$ cat config.mk
export PLATFORM = sky130hd
export DESIGN_NAME = ps2_keypad
export DESIGN_NICKNAME = d
export VERILOG_FILES = /design/src/rtl/ps2_keypad_pkg.sv /design/src/rtl/ps2_keypad_rx.sv /design/src/rtl/ps2_keypad.sv
export SDC_FILE = /design/constraint.sdc
export NUM_CORES = 1
export LEC_CHECK = 0
export BUFFER_PORTS_ARGS = -buffer_cell sky130_fd_sc_hd__buf_2
export CORE_UTILIZATION = 63
export CTS_CLUSTER_DIAMETER = 150
export CTS_CLUSTER_SIZE = 12
export DETAILED_ROUTE_END_ITERATION = 7
export PLACE_DENSITY_LB_ADDON = 0.15
export SETUP_SLACK_MARGIN = 0.4
export SYNTH_ARGS = -nofsm -noshare
export SYNTH_HDL_FRONTEND = slang
export SYNTH_SLANG_ARGS = --single-unit
export TNS_END_PERCENT = 30
$ cat constraint.sdc
create_clock -name clk_i -period 3.8 [get_ports clk_i]
set_clock_uncertainty 0.2 [all_clocks]
set_input_delay 0.57 -clock clk_i [delete_from_list [all_inputs] [get_ports clk_i]]
set_output_delay 0.57 -clock clk_i [all_outputs]
set_load 0.02 [all_outputs]
$ cat src/rtl/ps2_keypad_pkg.sv
// Shared types and constants for the PS/2 keyboard to NES-pad translator.
package ps2_keypad_pkg;

    typedef enum logic [1:0] {
        S_IDLE   = 2'd0,
        S_DATA   = 2'd1,
        S_PARITY = 2'd2,
        S_STOP   = 2'd3
    } rx_state_e;

    localparam logic [7:0] PFX_EXT   = 8'hE0;
    localparam logic [7:0] PFX_REL   = 8'hF0;

    // Set-2 scancodes; the four arrows are only valid behind an E0 prefix
    localparam logic [7:0] SC_RIGHT  = 8'h74;
    localparam logic [7:0] SC_LEFT   = 8'h6B;
    localparam logic [7:0] SC_DOWN   = 8'h72;
    localparam logic [7:0] SC_UP     = 8'h75;
    localparam logic [7:0] SC_A      = 8'h22;
    localparam logic [7:0] SC_B      = 8'h1A;
    localparam logic [7:0] SC_SELECT = 8'h12;
    localparam logic [7:0] SC_START  = 8'h5A;

    localparam logic [2:0] JOY_RIGHT  = 3'd0;
    localparam logic [2:0] JOY_LEFT   = 3'd1;
    localparam logic [2:0] JOY_DOWN   = 3'd2;
    localparam logic [2:0] JOY_UP     = 3'd3;
    localparam logic [2:0] JOY_A      = 3'd4;
    localparam logic [2:0] JOY_B      = 3'd5;
    localparam logic [2:0] JOY_SELECT = 3'd6;
    localparam logic [2:0] JOY_START  = 3'd7;

endpackage

$ cat src/rtl/ps2_keypad_rx.sv
// PS/2 frame deserializer: synchronizes the line, assembles 11-bit frames and
// reports a byte or a frame error as one-cycle pulses.
module ps2_rx
    import ps2_keypad_pkg::*;
#(
    parameter int TIMEOUT_CYCLES = 4095
) (
    input  logic       clk_i,
    input  logic       reset_i,
    input  logic       ps2_clk_i,
    input  logic       ps2_data_i,
    output logic [7:0] byte_o,
    output logic       byte_valid_o,
    output logic       frame_err_o
);

    localparam int TW = $clog2(TIMEOUT_CYCLES + 1);

    logic [1:0]    clk_sync_q, data_sync_q;
    logic          clk_prev_q;
    rx_state_e     state_q, state_d;
    logic [2:0]    bit_cnt_q, bit_cnt_d;
    logic [7:0]    shift_q, shift_d;
    logic          par_ok_q, par_ok_d;
    logic [TW-1:0] tmo_q, tmo_d;
    logic          valid_q, valid_d;
    logic          err_q, err_d;
    logic          fall, din;

    assign fall = clk_prev_q & ~clk_sync_q[1];
    assign din  = data_sync_q[1];

    always_ff @(posedge clk_i) begin
        if (reset_i) begin
            clk_sync_q  <= 2'b11;
            data_sync_q <= 2'b11;
            clk_prev_q  <= 1'b1;
            state_q     <= S_IDLE;
            bit_cnt_q   <= '0;
            shift_q     <= '0;
            par_ok_q    <= 1'b0;
            tmo_q       <= '0;
            valid_q     <= 1'b0;
            err_q       <= 1'b0;
        end else begin
            clk_sync_q  <= {clk_sync_q[0], ps2_clk_i};
            data_sync_q <= {data_sync_q[0], ps2_data_i};
            clk_prev_q  <= clk_sync_q[1];
            state_q     <= state_d;
            bit_cnt_q   <= bit_cnt_d;
            shift_q     <= shift_d;
            par_ok_q    <= par_ok_d;
            tmo_q       <= tmo_d;
            valid_q     <= valid_d;
            err_q       <= err_d;
        end
    end

    always_comb begin
        state_d   = state_q;
        bit_cnt_d = bit_cnt_q;
        shift_d   = shift_q;
        par_ok_d  = par_ok_q;
        valid_d   = 1'b0;
        err_d     = 1'b0;
        tmo_d     = (fall || state_q == S_IDLE) ? '0 : tmo_q + 1'b1;

        // A stalled keyboard must not wedge the FSM mid-frame
        if (state_q != S_IDLE && !fall && tmo_q == TW'(TIMEOUT_CYCLES - 1)) begin
            state_d = S_IDLE;
            err_d   = 1'b1;
            tmo_d   = '0;
        end else if (fall) begin
            case (state_q)
                S_IDLE: begin
                    if (!din) begin
                        state_d   = S_DATA;
                        bit_cnt_d = '0;
                    end else begin
                        err_d = 1'b1;
                    end
                end
                S_DATA: begin
                    shift_d   = {din, shift_q[7:1]};
                    bit_cnt_d = bit_cnt_q + 3'd1;
                    if (bit_cnt_q == 3'd7) state_d = S_PARITY;
                end
                S_PARITY: begin
                    par_ok_d = ^{shift_q, din};
                    state_d  = S_STOP;
                end
                S_STOP: begin
                    if (din && par_ok_q) valid_d = 1'b1;
                    else                 err_d   = 1'b1;
                    state_d = S_IDLE;
                end
                default: state_d = S_IDLE;
            endcase
        end
    end

    assign byte_o       = shift_q;
    assign byte_valid_o = valid_q;
    assign frame_err_o  = err_q;

endmodule

$ cat src/rtl/ps2_keypad.sv
// PS/2 keyboard front end: decodes E0/F0 prefixed scancodes into key events
// and maintains a held NES joypad state from a fixed key map.
module ps2_keypad
    import ps2_keypad_pkg::*;
#(
    parameter int TIMEOUT_CYCLES = 4095
) (
    input  logic       clk_i,
    input  logic       reset_i,
    input  logic       ps2_clk_i,
    input  logic       ps2_data_i,
    output logic [7:0] key_code_o,
    output logic       key_ext_o,
    output logic       key_release_o,
    output logic       key_strobe_o,
    output logic       frame_err_o,
    output logic [7:0] joy_o
);

    logic [7:0] rx_byte;
    logic       rx_valid, rx_err;

    ps2_rx #(.TIMEOUT_CYCLES(TIMEOUT_CYCLES)) u_rx (
        .clk_i        (clk_i),
        .reset_i      (reset_i),
        .ps2_clk_i    (ps2_clk_i),
        .ps2_data_i   (ps2_data_i),
        .byte_o       (rx_byte),
        .byte_valid_o (rx_valid),
        .frame_err_o  (rx_err)
    );

    logic       ext_q, ext_d, rel_q, rel_d;
    logic [7:0] code_q, code_d;
    logic       kext_q, kext_d, krel_q, krel_d;
    logic       strobe_q, strobe_d;
    logic [7:0] joy_q, joy_d;
    logic       map_hit;
    logic [2:0] map_idx;

    always_ff @(posedge clk_i) begin
        if (reset_i) begin
            ext_q    <= 1'b0;
            rel_q    <= 1'b0;
            code_q   <= '0;
            kext_q   <= 1'b0;
            krel_q   <= 1'b0;
            strobe_q <= 1'b0;
            joy_q    <= '0;
        end else begin
            ext_q    <= ext_d;
            rel_q    <= rel_d;
            code_q   <= code_d;
            kext_q   <= kext_d;
            krel_q   <= krel_d;
            strobe_q <= strobe_d;
            joy_q    <= joy_d;
        end
    end

    // Arrows need the E0 prefix, the action keys must not have it
    always_comb begin
        map_hit = 1'b0;
        map_idx = '0;
        case (rx_byte)
            SC_RIGHT:  begin map_hit = ext_q;  map_idx = JOY_RIGHT;  end
            SC_LEFT:   begin map_hit = ext_q;  map_idx = JOY_LEFT;   end
            SC_DOWN:   begin map_hit = ext_q;  map_idx = JOY_DOWN;   end
            SC_UP:     begin map_hit = ext_q;  map_idx = JOY_UP;     end
            SC_A:      begin map_hit = !ext_q; map_idx = JOY_A;      end
            SC_B:      begin map_hit = !ext_q; map_idx = JOY_B;      end
            SC_SELECT: begin map_hit = !ext_q; map_idx = JOY_SELECT; end
            SC_START:  begin map_hit = !ext_q; map_idx = JOY_START;  end
            default:   begin map_hit = 1'b0;   map_idx = '0;         end
        endcase
    end

    always_comb begin
        ext_d    = ext_q;
        rel_d    = rel_q;
        code_d   = code_q;
        kext_d   = kext_q;
        krel_d   = krel_q;
        strobe_d = 1'b0;
        joy_d    = joy_q;
        if (rx_valid) begin
            if (rx_byte == PFX_EXT) begin
                ext_d = 1'b1;
            end else if (rx_byte == PFX_REL) begin
                rel_d = 1'b1;
            end else begin
                code_d   = rx_byte;
                kext_d   = ext_q;
                krel_d   = rel_q;
                strobe_d = 1'b1;
                ext_d    = 1'b0;
                rel_d    = 1'b0;
                if (map_hit) joy_d[map_idx] = ~rel_q;
            end
        end
    end

    assign key_code_o    = code_q;
    assign key_ext_o     = kext_q;
    assign key_release_o = krel_q;
    assign key_strobe_o  = strobe_q;
    assign frame_err_o   = rx_err;
    assign joy_o         = joy_q;

endmodule

==> summary.md <==
| Metric | Value |
|---|---|
| GRT overflow | 0 |
| Wire per inst | 12.7 µm |
| Rel. slew slack | 50.1% |
| Register area share after synthesis | 42.8% |
| Die area | 0.00427 mm² |
| Synthesized net count | 303 |
| Diodes inserted | 0 |
| Io pins | 24 |
| Hold Crit Class | register to register |
| CTS tree | yes |
| Post-DP HPWL | 3.10 mm |
| Pre-antenna DRT Iters | 4 |
| Routed WL | 4.48 mm |
| Final-report hold violation count | 0 |
| Slew @ Worst Pin | 0.742 ns |
| Yosys reg bits | 54 |
| P_sw | 195 µW |
| Vias/cell | 5.64 |
| R2r endpoint | joy_o[6]$_SDFFE_PP0P_ |
| Status | completed |
| Worst endpoint required time | 3.85 ns |
| RSZ-0062 raised after global routing | false |
| Sw frac | 20.1% |
| Initial antenna violation count | 0 |
| Final Power | 968 µW |
| H-Tree Depth | 2 |
| Clk sinks | 54 |
| Synthesized cell area | 0.00253 mm² |
| Layout area overhead | 7.83% |
| Routability congestion estimate | 0.897 |
| Biggest area consumer among synthesized cells | dfxtp_1 |
| Sequential share of power | 58.9% |
| Num rows | 22 |
| Post-CTS Setup Repair Bufs | 0 |
| GRT Total Usage | 23.7% |
| Nets | 316 |
| Yosys warns | 0 |
| Comb pwr share | 2.2% |
| Synth Flop Type | dfxtp_1 |
| Async set-reset flop share out of synthesis | 0% |
| Place WS | 1.49 ns |
| Post-Synthesis Mean Instance Area | 8.71 µm² |
| Synth top area cells | dfxtp_1 (43%), nand2_1 (6.1%), a21oi_1 (5.2%) |
| Post-synthesis cell type count | 43 |
| Initial Util | 67.5% |
| Clock Pin Slew Worst Setup and Hold Paths | 0.09 ns |
| Ratio of cells with drive above 1 in the final layout | 14.1% |
| Vias | 1987 |
| Internal Pwr Total | 774 µW |
| Critical Path End Type | register |
| ANT nets after route | 0 |
| VDD IR max | 0.000293 V |
| Post-route minimum period | 2.34 ns |
| P_leak | 0.000981 µW |
| Die W | 65.3 µm |
| First-pass GRT wire length | 7.88 mm |
| Setup CP Type | register to register |
| Pin count of the biggest net entering global routing | 45 |
| R2R Path Start | u_rx.byte_o[1]$_SDFFE_PP0P_ |
| Register area | 0.00108 mm² |
| I/O Buffers | 23 |
| DR DRC count | 0 |
| Vias in the first global route | 1802 |
| Period utilization | 61.5% |
| Initial DRC count | 136 |
| Clk buf depth | 2 |
| Number of CTS-inserted buffers | 5 |
| Clk Latency, worst-skew pair | 0.31 ns |
| P per Cell Area | 356 mW/mm² |
| Startpoint class of the critical path | register |
| Setup slack, reg-to-reg | 1.46 ns |
| Core area | 0.00374 mm² |
| Clock root buffer | clkbuf_8 |
| Max Fanout on Critical Path | 9 |
| Post-synth EDFFs | 0 |
| Worst Setup EP | joy_o[6]$_SDFFE_PP0P_ |
| Worst Slack Setup Final | 1.46 ns |
| Slew Limit Fails | 0 |
| Post-synthesis cell count | 290 |
| Fin Setup TNS | 0 ns |
| CTS Hold Bufs | 0 |
| Die H | 65.3 µm |
| Post-CTS Resized | 0 |
| Reg2Reg Depth | 5 |
| Crit. Startpoint | u_rx.byte_o[1]$_SDFFE_PP0P_ |
| FMAX | 428 MHz |
| Clk pwr share | 38.9% |
| Worst EP arrival | 2.38 ns |
| Max-cap violations | 0 |
| Area share of the largest cell type after synthesis | 42.8% |
| Fillers | 301 |
| Multi-input combinational cell area | 0.00132 mm² |
| Final setup viols | 0 |
[layout by cell type, fill, tap and decap left out, types with 3 or more instances in the layout]
master / Yosys / final
nor2_1: 24 / 24
buf_2: 4 / 23
a21oi_1: 26 / 26
nand4_1: 4 / 4
dfxtp_1: 54 / 54
nand2_1: 41 / 41
nor4_1: 3 / 3
ha_1: 9 / 9
xnor2_1: 10 / 10
inv_1: 6 / 6
nand3b_1: 5 / 5
mux2i_1: 9 / 9
nand2b_1: 12 / 12
or2_2: 6 / 6
nor2b_1: 3 / 3
nor3_1: 9 / 9
clkbuf_8: 0 / 5
xor2_1: 8 / 8
nand3_1: 14 / 14
[flip-flops by register name, summed over array words and instances (netlist names)]
register,count
u_rx.tmo_q,12
joy_o,8
key_code_o,8
u_rx.byte_o,8
u_rx.bit_cnt_q,3
u_rx.clk_sync_q,2
u_rx.data_sync_q,2
u_rx.state_q,2
ext_q,1
key_ext_o,1
key_release_o,1
key_strobe_o,1
rel_q,1
u_rx.byte_valid_o,1
u_rx.clk_prev_q,1
u_rx.frame_err_o,1
u_rx.par_ok_q,1
[power groups by stage]
| stage | combinational [µW] | sequential, µW | clock, µW |
|---|---|---|---|
| 3_3_place_gp | 21.7 | 583 | 0 |
| 3_5_place_dp | 21.8 | 583 | 0 |
| 2_1_floorplan | 17.5 | 583 | 0 |
| 6_report | 21.6 | 570 | 377 |
| 5_1_grt | 24.2 | 570 | 404 |
| 4_1_cts | 22.0 | 570 | 382 |
[cell usage after synthesis, types with 2 or more instances]
cell type and number:
dfxtp_1 54, nand2_1 41, a21oi_1 26, nor2_1 24, nand3_1 14, nand2b_1 12
clkbuf_1 11, xnor2_1 10, ha_1 9, mux2i_1 9, nor3_1 9, xor2_1 8
inv_1 6, or2_2 6, nand3b_1 5, buf_2 4, nand4_1 4, nor2b_1 3
nor4_1 3, a211o_1 2, a22oi_1 2, and3_1 2, buf_4 2, buf_6 2
o2111ai_1 2, o31ai_1 2, or4_1 2
[critical path, cell delays in order, from the launching register on]
cell and delay, ns:
dfxtp_1 0.48, or3b_4 0.46, a211o_1 0.36, a2111oi_4 0.36, and4_1 0.25, mux2i_1 0.17
[area by class of cell]
cell class	count	area share [%]
clock inverter	1	1.10
sequential	54	39.7
inverter	6	0.827
clock buffer	7	2.80
timing repair buffer	25	4.78
multi-input combinational	211	48.6
tap	48	2.20
[worst min-delay path by stage]
stage | start | endpoint | slack [ns] | cells past startpoint
2_1_floorplan | u_rx.clk_sync_q[0]$_SDFF_PP1_ | u_rx.clk_sync_q[1]$_SDFF_PP1_ | 0.19 | 1
3_3_place_gp | u_rx.data_sync_q[0]$_SDFF_PP1_ | u_rx.data_sync_q[1]$_SDFF_PP1_ | 0.20 | 1
3_5_place_dp | u_rx.data_sync_q[0]$_SDFF_PP1_ | u_rx.data_sync_q[1]$_SDFF_PP1_ | 0.19 | 1
4_1_cts | u_rx.data_sync_q[0]$_SDFF_PP1_ | u_rx.data_sync_q[1]$_SDFF_PP1_ | 0.22 | 1
5_1_grt | u_rx.data_sync_q[0]$_SDFF_PP1_ | u_rx.data_sync_q[1]$_SDFF_PP1_ | 0.22 | 1
6_report | u_rx.data_sync_q[0]$_SDFF_PP1_ | u_rx.data_sync_q[1]$_SDFF_PP1_ | 0.21 | 1
[routing by layer]
layer / track usage (%) / wire length (µm)
met5: 0 / 0
met4: 9.51 / 81
met3: 5.38 / 178
met2: 37.9 / 2040
met1: 30.9 / 2170
[cell families (layout without fill, tap and decap cells)]
logic type | after synthesis | after routing | synth area share [%]
AND/OR/NAND/NOR | 134 | 134 | 27.7
flip-flops | 54 | 54 | 42.8
AO/OA/AOI/OAI | 41 | 41 | 10.5
XOR/XNOR | 18 | 18 | 6.24
multiplexers | 9 | 9 | 3.57
adder cells (fa/ha/maj) | 9 | 9 | 4.46
buffers and inverters | 25 | 39 | 4.80
[stage by stage]
stage	std cells	hold WS [ns]	instance area, µm²	utilization, %
floorplan	290	0.189	2530	-
global placement	344	0.196	2620	69.9
detailed placement	344	0.195	2620	69.9
CTS	352	0.217	2720	72.8
global route	352	0.225	2720	72.8
finish	352	0.215	2720	72.8
Power figures use the tool's default switching activity.
